===== src/rtl/arc4_pkg.sv =====
// Shared types and constants for the ARC4 keystream/decrypt engine.
package arc4_pkg;

  typedef enum logic [3:0] {
    IDLE,
    RD_LEN,
    WAIT_LEN,
    WR_LEN,
    RD_SI,
    WAIT_SI,
    RD_SJ,
    WAIT_SJ,
    WR_SI,
    WR_SJ,
    RD_PAD,
    WAIT_PAD,
    WR_OUT,
    DONE
  } arc4_state_e;

  localparam logic [7:0] ASCII_MIN = 8'h20;
  localparam logic [7:0] ASCII_MAX = 8'h7E;

endpackage


===== src/rtl/arc4_prga_engine.sv =====
// ARC4 PRGA: decrypts a length-prefixed message using a pre-loaded S memory.
// Define ARC4_ASCII_CHECK_EN to abort on the first non-printable plaintext byte.
module arc4_prga_engine
  import arc4_pkg::*;
#(
  parameter int DATA_WIDTH  = 8,
  parameter int ADDR_WIDTH  = 8,
  parameter int MSG_LEN_MAX = 255
) (
  input  logic                  clk,
  input  logic                  rst_n,
  input  logic                  start,
  output logic                  rdy,
  output logic                  finish,
  output logic [ADDR_WIDTH-1:0] msg_addr,
  input  logic [DATA_WIDTH-1:0] msg_q,
  output logic [ADDR_WIDTH-1:0] result_addr,
  output logic [DATA_WIDTH-1:0] result_data,
  output logic                  result_wren,
  output logic [ADDR_WIDTH-1:0] s_addr,
  output logic [DATA_WIDTH-1:0] s_data,
  output logic                  s_wren,
  input  logic [DATA_WIDTH-1:0] s_q,
  output logic                  key_valid
);

  // Counter width must hold both a byte index and a length value.
  localparam int CW = (DATA_WIDTH > ADDR_WIDTH) ? DATA_WIDTH : ADDR_WIDTH;
  localparam logic [CW-1:0] LEN_MAX = CW'(MSG_LEN_MAX);

  arc4_state_e state_reg, state_next;

  logic [DATA_WIDTH-1:0] i_reg, j_reg, si_reg, sj_reg, out_reg;
  logic [CW-1:0]         k_reg, len_reg;
  logic [CW-1:0]         len_raw;
  logic [DATA_WIDTH-1:0] pad_idx;
  logic [DATA_WIDTH-1:0] plain;
  logic                  bad_byte;
  logic                  accept;

  assign len_raw = CW'(msg_q);
  assign pad_idx = si_reg + sj_reg;
  assign plain   = msg_q ^ s_q;
  assign accept  = start && (state_reg == IDLE || state_reg == DONE);

`ifdef ARC4_ASCII_CHECK_EN
  logic key_valid_reg;

  assign bad_byte  = (plain < DATA_WIDTH'(ASCII_MIN)) || (plain > DATA_WIDTH'(ASCII_MAX));
  assign key_valid = key_valid_reg;

  always_ff @(posedge clk or negedge rst_n) begin
    if (!rst_n) begin
      key_valid_reg <= 1'b1;
    end else if (accept) begin
      key_valid_reg <= 1'b1;
    end else if (state_reg == WAIT_PAD && bad_byte) begin
      key_valid_reg <= 1'b0;
    end
  end
`else
  assign bad_byte  = 1'b0;
  assign key_valid = 1'b1;
`endif

  always_ff @(posedge clk or negedge rst_n) begin
    if (!rst_n) begin
      state_reg <= IDLE;
    end else begin
      state_reg <= state_next;
    end
  end

  always_comb begin
    state_next  = state_reg;
    rdy         = 1'b0;
    finish      = 1'b0;
    msg_addr    = '0;
    result_addr = '0;
    result_data = '0;
    result_wren = 1'b0;
    s_addr      = '0;
    s_data      = '0;
    s_wren      = 1'b0;
    case (state_reg)
      IDLE: begin
        rdy = 1'b1;
        if (start) state_next = RD_LEN;
      end
      RD_LEN:   state_next = WAIT_LEN;
      WAIT_LEN: state_next = WR_LEN;
      WR_LEN: begin
        result_data = DATA_WIDTH'(len_reg);
        result_wren = 1'b1;
        state_next  = (len_reg == '0) ? DONE : RD_SI;
      end
      RD_SI: begin
        s_addr     = ADDR_WIDTH'(i_reg);
        state_next = WAIT_SI;
      end
      WAIT_SI: state_next = RD_SJ;
      RD_SJ: begin
        s_addr     = ADDR_WIDTH'(j_reg);
        state_next = WAIT_SJ;
      end
      WAIT_SJ: state_next = WR_SI;
      WR_SI: begin
        s_addr     = ADDR_WIDTH'(i_reg);
        s_data     = sj_reg;
        s_wren     = 1'b1;
        state_next = WR_SJ;
      end
      WR_SJ: begin
        s_addr     = ADDR_WIDTH'(j_reg);
        s_data     = si_reg;
        s_wren     = 1'b1;
        state_next = RD_PAD;
      end
      RD_PAD: begin
        s_addr     = ADDR_WIDTH'(pad_idx);
        msg_addr   = ADDR_WIDTH'(k_reg);
        state_next = WAIT_PAD;
      end
      WAIT_PAD: state_next = bad_byte ? DONE : WR_OUT;
      WR_OUT: begin
        result_addr = ADDR_WIDTH'(k_reg);
        result_data = out_reg;
        result_wren = 1'b1;
        state_next  = (k_reg == len_reg) ? DONE : RD_SI;
      end
      DONE: begin
        rdy    = 1'b1;
        finish = 1'b1;
        if (start) state_next = RD_LEN;
      end
      default: state_next = IDLE;
    endcase
  end

  // i and k advance together on every entry into RD_SI.
  always_ff @(posedge clk or negedge rst_n) begin
    if (!rst_n) begin
      i_reg   <= '0;
      j_reg   <= '0;
      si_reg  <= '0;
      sj_reg  <= '0;
      out_reg <= '0;
      k_reg   <= '0;
      len_reg <= '0;
    end else if (accept) begin
      i_reg <= '0;
      j_reg <= '0;
      k_reg <= '0;
    end else begin
      case (state_reg)
        WAIT_LEN: len_reg <= (len_raw > LEN_MAX) ? LEN_MAX : len_raw;
        WR_LEN, WR_OUT: begin
          if (state_next == RD_SI) begin
            i_reg <= i_reg + 1'b1;
            k_reg <= k_reg + 1'b1;
          end
        end
        WAIT_SI: begin
          si_reg <= s_q;
          j_reg  <= j_reg + s_q;
        end
        WAIT_SJ:  sj_reg  <= s_q;
        WAIT_PAD: out_reg <= plain;
        default: ;
      endcase
    end
  end

endmodule


===== config.mk =====
export PLATFORM = sky130hd
export DESIGN_NAME = arc4_prga_engine
export DESIGN_NICKNAME = d
export VERILOG_FILES = /design/src/rtl/arc4_pkg.sv /design/src/rtl/arc4_prga_engine.sv
export SDC_FILE = /design/constraint.sdc
export NUM_CORES = 1
export LEC_CHECK = 0
export BUFFER_PORTS_ARGS = -buffer_cell sky130_fd_sc_hd__buf_2
export CAP_MARGIN = 5
export CELL_PAD_IN_SITES_DETAIL_PLACEMENT = 2
export CELL_PAD_IN_SITES_GLOBAL_PLACEMENT = 2
export CORE_MARGIN = 2
export CORE_UTILIZATION = 38
export CTS_CLUSTER_DIAMETER = 30
export DETAILED_ROUTE_END_ITERATION = 8
export PLACE_DENSITY_LB_ADDON = 0.3
export SLEW_MARGIN = 10
export SYNTH_ARGS = -nofsm -noshare
export SYNTH_HDL_FRONTEND = slang
export SYNTH_SLANG_ARGS = --single-unit

===== constraint.sdc =====
create_clock -name clk -period 5.5 [get_ports clk]
set_input_delay 1.375 -clock clk [delete_from_list [all_inputs] [get_ports clk]]
set_output_delay 1.375 -clock clk [all_outputs]
set_load 0.01 [all_outputs]

======== Word-level counts from Yosys, hierarchy flattened ========
Index checks and enable logic that the tools add are counted.
word-level totals
  bits in registers ....................... 60
operators by class
  add/sub/neg operators ................... 4
  magnitude comparators ................... 1
  eq/ne operators ......................... 15
  multiplexer cells ....................... 22
  bitwise gates (word level) .............. 2
  reduce and logical (&&, ||, !) cells .... 17
operators by type and width
  cell                                                  count
  2-to-1 mux 8 bit                                      11
  one-hot mux 4 bit (13 select lines)                   1
  one-hot mux 8 bit (2 select lines)                    2
  == test 4 bit, second input constant                  6
  one-hot mux 8 bit (3 select lines)                    1
  == test 4 x 3 -> 1 bit, second input constant         5
  adder 8 x 1 -> 8 bit, second input constant           2
  adder 8 bit                                           2
  2-to-1 mux 4 bit                                      3
  AND reduction 2 bit                                   5
  OR reduction 2 bit                                    5
  == test 4 x 2 -> 1 bit, second input constant         2
  == test 8 bit                                         1
  greater-than comparator 8 bit, second input constant  1
  zero test 8 bit                                       1
  bitwise XOR 8 bit                                     1
  nonzero test 2 bit                                    3
  == test 4 x 1 -> 1 bit, second input constant         1
  zero test 4 bit                                       1
  2-to-1 mux 1 bit                                      4
  logical AND 1 bit                                     1
  logical OR 1 bit                                      1
  inverter 1 bit                                        1

======== Depth between registers and ports, before layout ========
Gate-level depths: netlist (run 1).
  depth in word-level cells ............... 7
  depth in mapped cells ................... 9

======== Worst setup path after synthesis (run 1) ========
OpenSTA, ideal clock, no wires.
  kind .................................... register -> output
  from .................................... register si_reg[0]
  to ...................................... output s_addr[6]
  data arrival time ....................... 1.904 ns
  data required time ...................... 4.125 ns
  setup slack ............................. 2.221 ns
  stages on the path, launching flop included .. 10
  cell sequence ........................... dfrtp_1 -> ha_1 -> inv_1 -> fa_1 -> nor2b_1 -> o21ai_0 -> a21boi_0 -> o21ai_0 -> mux2_2 -> o21ai_1
between the ends
  cells in the longest elaborated chain, start to end .. 2
RTL lines
  what                                line                     text
  from (decl)                         arc4_prga_engine.sv:33   logic [DATA_WIDTH-1:0] i_reg, j_reg, si_reg, sj_reg, out_reg;
  from (signal assigned)              arc4_prga_engine.sv:164  si_reg <= s_q;
  adder 8 bit                         arc4_prga_engine.sv:42   assign pad_idx = si_reg + sj_reg;
  one-hot mux 8 bit (3 select lines)  arc4_prga_engine.sv:85   case (state_reg)
  to (decl)                           arc4_prga_engine.sv:20   output logic [ADDR_WIDTH-1:0] s_addr,
No other way between the ends.

======== Worst setup path in the final report (run 1) ========
  from .................................... register state_reg[0]
  to ...................................... output s_addr[2]
between the ends
  cells in the longest elaborated chain, start to end .. 3
  elaborated cells on any way between the ends .. 8
RTL lines
  what                                                     line                    text
  from (decl)                                              arc4_prga_engine.sv:31  arc4_state_e state_reg, state_next;
  from (signal assigned)                                   arc4_prga_engine.sv:70  state_reg <= state_next;
  == test 4 bit or == test 4 x 3 -> 1 bit (tied branches)  arc4_prga_engine.sv:85
  OR reduction 2 bit (no line)                             n/a
  one-hot mux 8 bit (3 select lines) *                     arc4_prga_engine.sv:85
Every way passes the cells marked *; elsewhere a longest branch is shown, timed or not.

==> qor.log, run 1 <==
qor: timing.fin_crit_sh 77.1%
qor: synth.sequential_to_total_area_share_from_yosys_stat 39.7%
qor: global_route.wire_length_of_the_first_global_routing_pass 20200 um
qor: floorplan.die-area 10800 um2
qor: floorplan.die_width 104 um
qor: timing.rsz0062_at_grt no
qor: detailed_routing.drt_pre_antenna_iters 5
qor: place.io_buffer_count 62
qor: timing.worst_slew_pin_slew 0.989 ns
qor: synth.syn_nets 440
qor: place.place.detailed.hpwl 8930 um
qor: synth.synth_ff_type sky130_fd_sc_hd__dfrtp_1
qor: synth.synthAdderAreaFrac 6.35%
qor: run_status.status completed
qor: place.placed_cell_count 581
qor: synth.yosysWarnings 0
qor: layout.seqCellArea 1500 um2
qor: timing.fin_skew 0.0120 ns
qor: timing.slew_violations 0
qor: detailed_routing.postRouteAntennaNets 0
qor: worst_setup_path.worst_setup_path_end_kind output port
qor: layout.fillerInstances 1123
qor: floorplan.floorplan.initialDensity 38.9%
qor: cts.cts_hold_repair.buffers 0
qor: power.peakVddDrop 221 uV
qor: power.comb_power_share 47.1%
qor: floorplan.placeable_core_region 9730 um2
qor: place.gpl.final_weighted_congestion 0.825
qor: layout.final_nets 496
qor: synth.muxShareOfSynthArea 9.83%
qor: detailed_routing.drt-initial-drc-count 113
qor: power.power_density 535 nW/um2
qor: cts.cts_setup_buffers 0
qor: cts.clkSinkCount 60
qor: floorplan.fp-row-count 36
qor: power.power 2.32 mW
qor: worst_setup_path.startpoint_type flip-flop
qor: floorplan.die-height 104 um
qor: detailed_routing.route.vias.total 3260
qor: layout.layout-drive-gt1-share 22.3%
qor: synth.main_combinational_cell_family_by_area_after_synthesis simple AND/OR/NAND/NOR gates
qor: synth.synth_cell_type_count 53
qor: worst_setup_path.critical_path_arrival 2.87 ns
qor: synth.synth-edff-count 0
qor: synth.post_synth_and_or_nand_nor_area_fraction 21.8%
qor: cts.clock_tree_from_tritoncts built
qor: synth.synth_xor_xnor_area_share 6.72%
qor: cts.numCtsBuffers 9
qor: global_route.gr-usage-all-layers 24.1%
qor: cts.clock-root-buffer sky130_fd_sc_hd__clkbuf_8
qor: worst_setup_path.required 4.12 ns
qor: power.power.sequential.fraction 37.9%
qor: layout.postLayoutCoreUtil 44.5%
qor: timing.max_freq 236 MHz
qor: layout.multiInputGateArea 2150 um2
qor: cts.cts_htree_levels 3
qor: worst_setup_path.crit_fanout 23
qor: global_route.gr-total-overflow 0
qor: power.power.share.clock 15.0%
qor: detailed_routing.wirelength 12300 um
qor: worst_hold_path.hold_class reg2reg
qor: power.cellInternalPower 1.27 mW
qor: detailed_routing.post-route-drc-count 0
qor: synth.compound_gate_portion_of_the_synthesized_area 12.0%
qor: timing.maxSlewHeadroom 34.0%
qor: synth.synthesis.area_per_instance 9.38 um2
qor: timing.setup_violations 0
qor: cts.cts-root-to-sink-buffers 2
qor: global_route.antenna_violations_before_repair 0
qor: power.standby_leakage_power 2.15 nW
qor: layout.stdcell_count 595
qor: layout.antenna_cells 0
qor: global_route.vias_in_the_first_global_route 3544
qor: timing.setup_tns 0 ns
qor: timing.final-hold-violation-count 0
qor: power.switching_share 45.4%
qor: global_route.grt_max_degree 61
qor: flow_run.maxCapViolCount 0
qor: synth.async_flop_share 100%
qor: cts.clock_insertion_delay_worst_skew 0.35 ns
qor: synth.netlist_area 3780 um2
qor: worst_setup_path.critical_path_class reg2out
qor: detailed_routing.routed_via_density 5.48
qor: synth.syn-instance-count 403
qor: power.power_switching 1.05 mW
qor: timing.minimum_period_implied_by_the_final_worst_setup_slack 4.24 ns
qor: layout.area.growth.synth_to_final 14.5%
qor: synth.synth_seq_cells 60
qor: floorplan.io_pins 64
qor: cts.postCtsResizedCells 0
qor: detailed_routing.wl_per_cell 20.6 um
qor: cts.clk_pin_slew 0.07 ns
worst max-delay path: stages (launching register included):
cell                       delay [ns]
sky130_fd_sc_hd__dfrtp_1         1.00
sky130_fd_sc_hd__nand2b_1        0.30
sky130_fd_sc_hd__o22ai_1         0.71
sky130_fd_sc_hd__a222oi_1        0.29
sky130_fd_sc_hd__inv_1           0.10
sky130_fd_sc_hd__buf_2           0.13
power by group through the flow:
stage          clock, mW  combinational [mW]  sequential [mW]
6_report           0.347                1.09            0.878
5_1_grt            0.383                1.23            0.910
2_1_floorplan          0               0.866            0.749
3_3_place_gp           0                1.03            0.867
3_5_place_dp           0                1.09            0.884
4_1_cts            0.359                1.11            0.877
cell type report:
cell class                 count  share of cell area (%)
clock buffer                  11                    3.27
clock inverter                 3                   0.347
inverter                      10                   0.867
multi-input combinational    315                    49.6
sequential                    60                    34.7
tap                          133                    3.85
timing repair buffer          63                    7.34
per-layer routing:
metal	vias to the layer above	track usage, %	part of all wire (%)
li1	1512	-	-
met1	1677	31.0	44
met2	63	41.8	51
met3	8	4.47	3.8
met4	0	6.47	0.82
met5	-	0	0
per-stage QoR:
step           hold slack [ns]  setup slack (ns)  area (um2)
6_report                 0.488              1.26        4330
5_1_grt                  0.531             0.991        4330
4_1_cts                  0.491              1.27        4330
3_5_place_dp             0.473              1.69        4170
3_3_place_gp             0.464              1.80        4170
2_1_floorplan            0.451              2.22        3780
logic make-up after synthesis:
logic type               Yosys count
adder cells (fa/ha/maj)           18
AND/OR/NAND/NOR                  164
multiplexers                      35
AO/OA/AOI/OAI                     68
buffers and inverters             28
other                              1
XOR/XNOR                          29
flip-flops                        60
layout by cell type (no fill, tap or decap), drive strengths merged, types with 11 or more instances in the layout:
cell / count
mux2i: 18
mux2: 17
xnor2: 16
nor2: 25
ha: 16
and2: 15
clkbuf: 11
dfrtp: 60
xor2: 13
o21ai: 27
buf: 63
nand2: 69
nand3: 16
cell usage after synthesis (2+ instances only):
| library cell | number | share of area, % |
|---|---|---|
| sky130_fd_sc_hd__a21o_1 | 2 | 0.40 |
| sky130_fd_sc_hd__a21oi_1 | 9 | 1.2 |
| sky130_fd_sc_hd__a222oi_1 | 2 | 0.53 |
| sky130_fd_sc_hd__a22o_1 | 8 | 1.9 |
| sky130_fd_sc_hd__a22oi_1 | 6 | 1.2 |
| sky130_fd_sc_hd__and2_1 | 15 | 2.5 |
| sky130_fd_sc_hd__and3_1 | 3 | 0.50 |
| sky130_fd_sc_hd__buf_2 | 9 | 1.2 |
| sky130_fd_sc_hd__buf_4 | 2 | 0.40 |
| sky130_fd_sc_hd__clkbuf_1 | 6 | 0.60 |
| sky130_fd_sc_hd__dfrtp_1 | 60 | 40 |
| sky130_fd_sc_hd__fa_1 | 2 | 1.1 |
| sky130_fd_sc_hd__ha_1 | 16 | 5.3 |
| sky130_fd_sc_hd__inv_1 | 10 | 0.99 |
| sky130_fd_sc_hd__mux2_2 | 17 | 5.1 |
| sky130_fd_sc_hd__mux2i_1 | 18 | 4.8 |
| sky130_fd_sc_hd__nand2_1 | 69 | 6.8 |
| sky130_fd_sc_hd__nand2b_1 | 7 | 1.2 |
| sky130_fd_sc_hd__nand3_1 | 16 | 2.1 |
| sky130_fd_sc_hd__nand4_1 | 6 | 0.99 |
| sky130_fd_sc_hd__nor2_1 | 23 | 2.3 |
| sky130_fd_sc_hd__nor2b_1 | 4 | 0.66 |
| sky130_fd_sc_hd__nor3_1 | 4 | 0.53 |
| sky130_fd_sc_hd__nor4_1 | 5 | 0.83 |
| sky130_fd_sc_hd__o211ai_1 | 2 | 0.40 |
| sky130_fd_sc_hd__o21ai_0 | 23 | 3.0 |
| sky130_fd_sc_hd__o21ai_1 | 4 | 0.53 |
| sky130_fd_sc_hd__o31ai_1 | 2 | 0.40 |
| sky130_fd_sc_hd__o41ai_1 | 2 | 0.46 |
| sky130_fd_sc_hd__xnor2_1 | 16 | 3.7 |
| sky130_fd_sc_hd__xor2_1 | 13 | 3.0 |
final timing paths:
| kind | slack [ns] | start | to | cells after the start |
|---|---|---|---|---|
| min | 0.49 | out_reg[3]$_DFFE_PN0P_ | out_reg[3]$_DFFE_PN0P_ | 2 |
| max reg2reg | 2.84 | state_reg[0]$_DFF_PN0_ | k_reg[0]$_DFFE_PN0P_ | 6 |
| min in group asynchronous | 1.21 | rst_n | out_reg[5]$_DFFE_PN0P_ | 2 |
| max in group asynchronous | 3.75 | rst_n | j_reg[7]$_DFFE_PN0P_ | 2 |
| max | 1.26 | state_reg[0]$_DFF_PN0_ | s_addr[2] | 5 |
| min reg2reg | 0.49 | out_reg[3]$_DFFE_PN0P_ | out_reg[3]$_DFFE_PN0P_ | 2 |
No activity file was read; power rests on OpenSTA's default activity.
==> run 2, diff against run 1 <==
--- a/config.mk
+++ b/config.mk
@@ -10,7 +10,7 @@
 export CELL_PAD_IN_SITES_DETAIL_PLACEMENT = 2
 export CELL_PAD_IN_SITES_GLOBAL_PLACEMENT = 2
 export CORE_MARGIN = 2
-export CORE_UTILIZATION = 38
+export CORE_UTILIZATION = 32
 export CTS_CLUSTER_DIAMETER = 30
 export DETAILED_ROUTE_END_ITERATION = 8
 export PLACE_DENSITY_LB_ADDON = 0.3
==> constraint.sdc (replaced) <==
create_clock -name clk -period 3.41 [get_ports clk]
set_input_delay 0.8525 -clock clk [delete_from_list [all_inputs] [get_ports clk]]
set_output_delay 0.8525 -clock clk [all_outputs]
set_load 0.01 [all_outputs]
==> qor.log, run 2 (same netlist as run 1, synthesis figures left out) <==
qor: run_status.status completed
qor: layout.postLayoutCoreUtil 39.6% [-4.9 points]
qor: timing.worst_hold_slack 0.493 ns [+0.00499 ns]
qor: timing.maxSlewHeadroom 40.2% [+6.1 points]
qor: cts.cts_hold_repair.buffers 0 [unchanged]
qor: worst_setup_path.required 2.56 ns [-1.56 ns]
qor: cts.cts_setup_buffers 0 [unchanged]
qor: floorplan.floorplan.initialDensity 33.0% [-5.9 points]
qor: layout.final_common_cell sky130_fd_sc_hd__nand2_1
qor: cts.cts_htree_levels 3 [unchanged]
qor: cts.numCtsBuffers 9 [unchanged]
qor: detailed_routing.drt-initial-drc-count 86 [-24%]
qor: detailed_routing.postRouteAntennaNets 0 [unchanged]
qor: place.place.detailed.hpwl 8990 um [+0.69%]
qor: detailed_routing.wl_per_cell 20.4 um [-0.89%]
qor: global_route.gr-usage-all-layers 20.6% [-3.5 points]
qor: global_route.grt_max_degree 28 [-54%]
qor: timing.setup_tns 0 ns [unchanged]
qor: place.gpl.final_weighted_congestion 0.819 [-0.75%]
qor: timing.fin_crit_sh 93.8%
qor: timing.minimum_period_implied_by_the_final_worst_setup_slack 3.20 ns
qor: place.placed_cell_area 4220 um2 [+1.2%]
qor: worst_setup_path.worst_setup_path_end_kind output port
qor: power.standby_leakage_power 2.25 nW [+4.6%]
qor: cts.clock_insertion_delay_worst_skew 0.33 ns [-0.02 ns]
qor: timing.setup_violations 0 [unchanged]
qor: detailed_routing.drt_pre_antenna_iters 4 [-1]
qor: detailed_routing.wirelength 12500 um [+1.9%]
qor: layout.multiInputGateArea 2150 um2 [+0.23%]
qor: layout.layout-drive-gt1-share 23.9% [+1.6 points]
qor: power.peakVddDrop 327 uV [+48%]
qor: timing.max_freq 313 MHz
qor: detailed_routing.route.vias.total 3297 [+1.1%]
qor: worst_setup_path.crit_fanout 3 [-87%]
qor: floorplan.die-height 113 um [+8.6%]
qor: global_route.vias_in_the_first_global_route 3625 [+2.3%]
qor: layout.layout.cells.most_common_list sky130_fd_sc_hd__nand2_1, sky130_fd_sc_hd__buf_2, sky130_fd_sc_hd__dfrtp_1, sky130_fd_sc_hd__nor2_1, sky130_fd_sc_hd__o21ai_0
qor: timing.worst_slew_pin_slew 0.895 ns [-0.0942 ns]
qor: floorplan.io_pins 64 [unchanged]
qor: floorplan.die_width 113 um [+8.6%]
qor: timing.rsz0062_at_grt no
qor: layout.area.growth.synth_to_final 20.2%
qor: layout.fillerInstances 1252 [+11%]
qor: worst_setup_path.critical_path_arrival 2.35 ns [-0.52 ns]
qor: global_route.antenna_violations_before_repair 0 [unchanged]
qor: cts.cts-root-to-sink-buffers 2 [unchanged]
qor: detailed_routing.routed_via_density 5.39 [-1.7%]
qor: global_route.top_usage_layer met2
qor: floorplan.die-area 12700 um2 [+18%]
qor: cts.clock-root-buffer sky130_fd_sc_hd__clkbuf_16
qor: worst_hold_path.hold_class reg2reg
qor: global_route.groute.layer.met1.usage 27.3% [-3.7 points]
qor: global_route.wire_length_of_the_first_global_routing_pass 20400 um [+1.2%]
qor: detailed_routing.post-route-drc-count 0 [unchanged]
qor: floorplan.fp-row-count 39 [+8.3%]
qor: cts.clk_pin_slew 0.05 ns [-0.02 ns]
qor: flow_run.maxCapViolCount 0 [unchanged]
qor: layout.antenna_cells 0 [unchanged]
qor: layout.seqCellArea 1500 um2 [unchanged]
qor: worst_setup_path.startpoint_type flip-flop
qor: global_route.global_route.usage.met3 3.48% [-0.99 points]
qor: layout.final_nets 501 [+1.0%]
qor: cts.clkSinkCount 60 [unchanged]
qor: global_route.gr-total-overflow 0 [unchanged]
qor: layout.design_area 4540 um2 [+5.0%]
qor: timing.fin_skew 0.00972 ns [-0.00227 ns]
qor: place.io_buffer_count 62 [unchanged]
qor: timing.slew_violations 0 [unchanged]
qor: timing.final-hold-violation-count 0 [unchanged]
qor: global_route.grt.met2_usage 35.3% [-6.5 points]
qor: floorplan.placeable_core_region 11500 um2 [+18%]
qor: worst_setup_path.critical_path_class reg2out
qor: power.power_density 929 nW/um2 [+73%]
qor: cts.clock_tree_from_tritoncts built
-- run 2: stage by stage --
stage | cells | setup WS (ns) | power [mW]
after floorplan | 403 | 0.654 | 2.61
after global placement | 596 | 0.452 | 3.09
after detailed placement | 596 | 0.427 | 3.20
after CTS | 612 | 0.0201 | 4.26
after global routing | 612 | 0.0451 | 4.56
final | 612 | 0.210 | 4.22
-- run 2: final cells by class --
type | count | share of cell area, %
multi-input cells | 315 | 47.4
flip-flops and latches | 60 | 33.0
repair buffers | 68 | 7.82
clock buffers | 11 | 5.34
well taps | 143 | 3.94
clock inverters | 5 | 1.65
inverters | 10 | 0.826
-- run 2: final timing paths --
path                                   startpoint                endpoint  slack, ns  cells past startpoint
min in group asynchronous                   rst_n  out_reg[7]$_DFFE_PN0P_       0.54                      1
min reg2reg                out_reg[7]$_DFFE_PN0P_  out_reg[7]$_DFFE_PN0P_       0.49                      2
max                         sj_reg[0]$_DFFE_PN0P_               s_addr[6]       0.21                     10
max reg2reg                state_reg[0]$_DFF_PN0_    k_reg[0]$_DFFE_PN0P_       0.96                      7
max in group asynchronous                   rst_n    i_reg[7]$_DFFE_PN0P_       2.16                      2
min                        out_reg[7]$_DFFE_PN0P_  out_reg[7]$_DFFE_PN0P_       0.49                      2
-- run 2: timing repair --
action                                  in CTS  in global routing
endpoints found under the setup margin       0                  1
gates resized for setup                      0                  4
hold endpoints to repair                     0                  0
-- run 2: worst max-delay path: stages, from the launching register on --
cell and delay, ns:
sky130_fd_sc_hd__dfrtp_1 0.38, sky130_fd_sc_hd__ha_2 0.19, sky130_fd_sc_hd__inv_1 0.05, sky130_fd_sc_hd__fa_2 0.35, sky130_fd_sc_hd__nor2b_1 0.14, sky130_fd_sc_hd__o21ai_1 0.09
sky130_fd_sc_hd__a21boi_1 0.17, sky130_fd_sc_hd__o21ai_0 0.11, sky130_fd_sc_hd__mux2_2 0.28, sky130_fd_sc_hd__o21ai_1 0.12, sky130_fd_sc_hd__buf_2 0.15
-- run 2: metal layers --
metal  part of all wire, %  vias up
met5                     0        -
met1                    46     1691
li1                      -     1538
met3                   3.4        9
met4                   1.1        0
met2                    49       59
-- run 2: power breakdown --
| group | total, mW | switching [mW] | internal, mW | leakage (nW) |
|---|---|---|---|---|
| sequential | 1.34 | 0.335 | 1.00 | 0.750 |
| combinational | 1.89 | 1.09 | 0.799 | 1.34 |
| clock | 0.999 | 0.343 | 0.656 | 0.159 |
| total | 4.22 | 1.76 | 2.46 | 2.25 |
==> run 3, diff against run 2 <==
--- a/config.mk
+++ b/config.mk
@@ -10,7 +10,7 @@
 export CELL_PAD_IN_SITES_DETAIL_PLACEMENT = 2
 export CELL_PAD_IN_SITES_GLOBAL_PLACEMENT = 2
 export CORE_MARGIN = 2
-export CORE_UTILIZATION = 32
+export CORE_UTILIZATION = 38
 export CTS_CLUSTER_DIAMETER = 30
 export DETAILED_ROUTE_END_ITERATION = 8
 export PLACE_DENSITY_LB_ADDON = 0.3
==> constraint.sdc (replaced) <==
create_clock -name clk -period 4.04 [get_ports clk]
set_input_delay 1.01 -clock clk [delete_from_list [all_inputs] [get_ports clk]]
set_output_delay 1.01 -clock clk [all_outputs]
set_load 0.01 [all_outputs]
==> qor.log, run 3 (same netlist as run 1, synthesis figures left out) <==
qor: run_status.status completed
qor: global_route.gr-total-overflow 0 [unchanged]
qor: cts.clk_pin_slew 0.07 ns [+0.02 ns]
qor: timing.fin_skew 0.00832 ns [-0.00141 ns]
qor: timing.rsz0062_at_grt no
qor: worst_setup_path.startpoint_type flip-flop
qor: timing.max_freq 280 MHz
qor: place.gpl.final_weighted_congestion 0.794 [-3.1%]
qor: global_route.vias_in_the_first_global_route 3639 [+0.39%]
qor: cts.cts-root-to-sink-buffers 2 [unchanged]
qor: worst_setup_path.reg2reg_to k_reg[3]$_DFFE_PN0P_
qor: cts.postCtsResizedCells 0 [unchanged]
qor: layout.layout.cells.most_common_list sky130_fd_sc_hd__nand2_1, sky130_fd_sc_hd__buf_2, sky130_fd_sc_hd__dfrtp_1, sky130_fd_sc_hd__nor2_1, sky130_fd_sc_hd__o21ai_0
qor: worst_setup_path.worst_setup_path_end_kind output port
qor: cts.clock-root-buffer sky130_fd_sc_hd__clkbuf_8
qor: power.peakVddDrop 313 uV [-4.3%]
qor: floorplan.fp-row-count 36 [-7.7%]
qor: detailed_routing.drt_pre_antenna_iters 4 [unchanged]
qor: worst_hold_path.launch_point_of_the_worst_hold_path out_reg[2]$_DFFE_PN0P_
qor: layout.layout-drive-gt1-share 22.7% [-1.2 points]
qor: layout.postLayoutCoreUtil 44.8% [+5.1 points]
qor: worst_setup_path.critical_path_arrival 2.56 ns [+0.21 ns]
qor: timing.final-hold-violation-count 0 [unchanged]
qor: worst_setup_path.max_stage_delay 0.41 ns [+0.03 ns]
qor: layout.final_nets 497 [-0.80%]
qor: timing.maxSlewHeadroom 40.7% [+0.55 points]
qor: timing.slew_violations 0 [unchanged]
qor: floorplan.io_pins 64 [unchanged]
qor: worst_setup_path.bufs_and_invs_on_worst_path 2 [unchanged]
qor: global_route.wire_length_of_the_first_global_routing_pass 19800 um [-3.0%]
qor: floorplan.die-height 104 um [-7.9%]
qor: place.place_ws 0.875 ns [+0.448 ns]
qor: flow_run.maxCapViolCount 0 [unchanged]
qor: place.placed_cell_count 582 [-2.3%]
qor: worst_setup_path.critical_path_class reg2out
qor: timing.setup_tns 0 ns [unchanged]
qor: timing.worst_slew_pin_slew 0.887 ns [-0.00828 ns]
qor: worst_setup_path.crit_fanout 3 [unchanged]
qor: cts.cts_hold_repair.buffers 0 [unchanged]
qor: worst_setup_path.timing.rr.start state_reg[0]$_DFF_PN0_
qor: power.power 3.19 mW [-24%]
qor: floorplan.placeable_core_region 9730 um2 [-15%]
qor: detailed_routing.wirelength 12100 um [-3.4%]
qor: timing.worst_hold_slack 0.495 ns [+0.00237 ns]
qor: worst_hold_path.hold_class reg2reg
qor: global_route.antenna_violations_before_repair 0 [unchanged]
qor: worst_setup_path.critical_path.top_delay_family compound AO/OA/AOI/OAI gates
qor: detailed_routing.post-route-drc-count 0 [unchanged]
qor: detailed_routing.wl_per_cell 20.2 um [-0.85%]
qor: cts.cts_setup_buffers 0 [unchanged]
qor: global_route.gr-usage-all-layers 23.5% [+2.9 points]
qor: layout.fillerInstances 1097 [-12%]
qor: place.io_buffer_count 62 [unchanged]
qor: layout.final_common_cell sky130_fd_sc_hd__nand2_1
qor: worst_setup_path.cp_slowest_cell sky130_fd_sc_hd__fa_1
qor: cts.clkSinkCount 60 [unchanged]
qor: floorplan.floorplan.initialDensity 38.9% [+5.9 points]
qor: timing.fin_crit_sh 88.3%
qor: floorplan.die-area 10800 um2 [-15%]
qor: worst_setup_path.required 3.03 ns [+0.47 ns]
qor: detailed_routing.routed_via_density 5.56 [+3.2%]
qor: layout.stdcell_count 596 [-2.6%]
qor: worst_setup_path.worst_path_most_repeated_cell sky130_fd_sc_hd__o21ai_0
qor: cts.numCtsBuffers 9 [unchanged]
qor: global_route.grt_max_degree 38 [+36%]
qor: place.placed_cell_area 4180 um2 [-1.0%]
qor: detailed_routing.drt-initial-drc-count 89 [+3.5%]
qor: layout.area.growth.synth_to_final 15.2%
qor: worst_setup_path.rrSetupSlack 1.61 ns [+0.65 ns]
qor: power.power_density 732 nW/um2 [-21%]
qor: detailed_routing.postRouteAntennaNets 0 [unchanged]
qor: place.place.detailed.hpwl 8820 um [-1.9%]
qor: timing.setup_violations 0 [unchanged]
qor: cts.clock_tree_from_tritoncts built
qor: floorplan.die_width 104 um [-7.9%]
qor: worst_setup_path.crit_path_cell_trace ha_1 > inv_1 > fa_1 > nor2b_1 > o21ai_0 > a21boi_0 > o21ai_0 > mux2_2 > o21ai_1 > buf_2
qor: cts.clock_insertion_delay_worst_skew 0.34 ns [about the same]
qor: detailed_routing.route.vias.total 3315 [+0.55%]
qor: worst_setup_path.ff2ff_path_depth 7 [unchanged]
qor: worst_hold_path.min_delay_path_depth 2 [unchanged]
qor: power.standby_leakage_power 2.16 nW [-3.7%]
qor: cts.cts_htree_levels 3 [unchanged]
qor: layout.antenna_cells 0 [unchanged]
qor: timing.minimum_period_implied_by_the_final_worst_setup_slack 3.57 ns
qor: timing.setup_slack 0.473 ns [+0.262 ns]
qor: worst_hold_path.worst_hold_path.endpoint out_reg[2]$_DFFE_PN0P_
qor: layout.design_area 4350 um2 [-4.2%]
run 3: routing by layer:
layer / vias to the layer above / wire [um] / GRT usage, %
li1: 1523 / - / -
met3: 12 / 395 / 3.84
met1: 1714 / 5220 / 29.5
met5: - / 0 / 0
met2: 66 / 6310 / 41.3
met4: 0 / 143 / 7.53
run 3: tightest hold or removal path, cell delays in order (launching register included):
cell and delay (ns):
sky130_fd_sc_hd__dfrtp_1 0.35, sky130_fd_sc_hd__nand2_1 0.05, sky130_fd_sc_hd__o21ai_0 0.06
run 3: how the worst max path moves through the flow:
stage | from | to | slack, ns | cells after the start
floorplan | si_reg[0]$_DFFE_PN0P_ | s_addr[6] | 1.13 | 9
global placement | si_reg[0]$_DFFE_PN0P_ | s_addr[6] | 0.91 | 10
detailed placement | si_reg[0]$_DFFE_PN0P_ | s_addr[6] | 0.88 | 10
CTS | si_reg[0]$_DFFE_PN0P_ | s_addr[6] | 0.46 | 10
global route | sj_reg[0]$_DFFE_PN0P_ | s_addr[6] | 0.22 | 10
finish | si_reg[0]$_DFFE_PN0P_ | s_addr[6] | 0.47 | 10
run 3: report_power, final:
part           internal (mW)  total, mW  leakage [nW]  switching, mW
combinational          0.655       1.53          1.32          0.876
clock                  0.264      0.506        0.0941          0.241
sequential             0.843       1.15         0.750          0.306
total                   1.76       3.19          2.16           1.42
run 3: area by class of cell:
| type | count | area (um2) | area share [%] |
|---|---|---|---|
| Clock buffer | 12 | 165 | 3.79 |
| Timing Repair Buffer | 64 | 325 | 7.47 |
| Sequential cell | 60 | 1500 | 34.5 |
| Clock inverter | 2 | 10.0 | 0.230 |
| Multi-Input combinational cell | 315 | 2150 | 49.3 |
| Inverter | 10 | 37.5 | 0.862 |
| Tap cell | 133 | 166 | 3.82 |
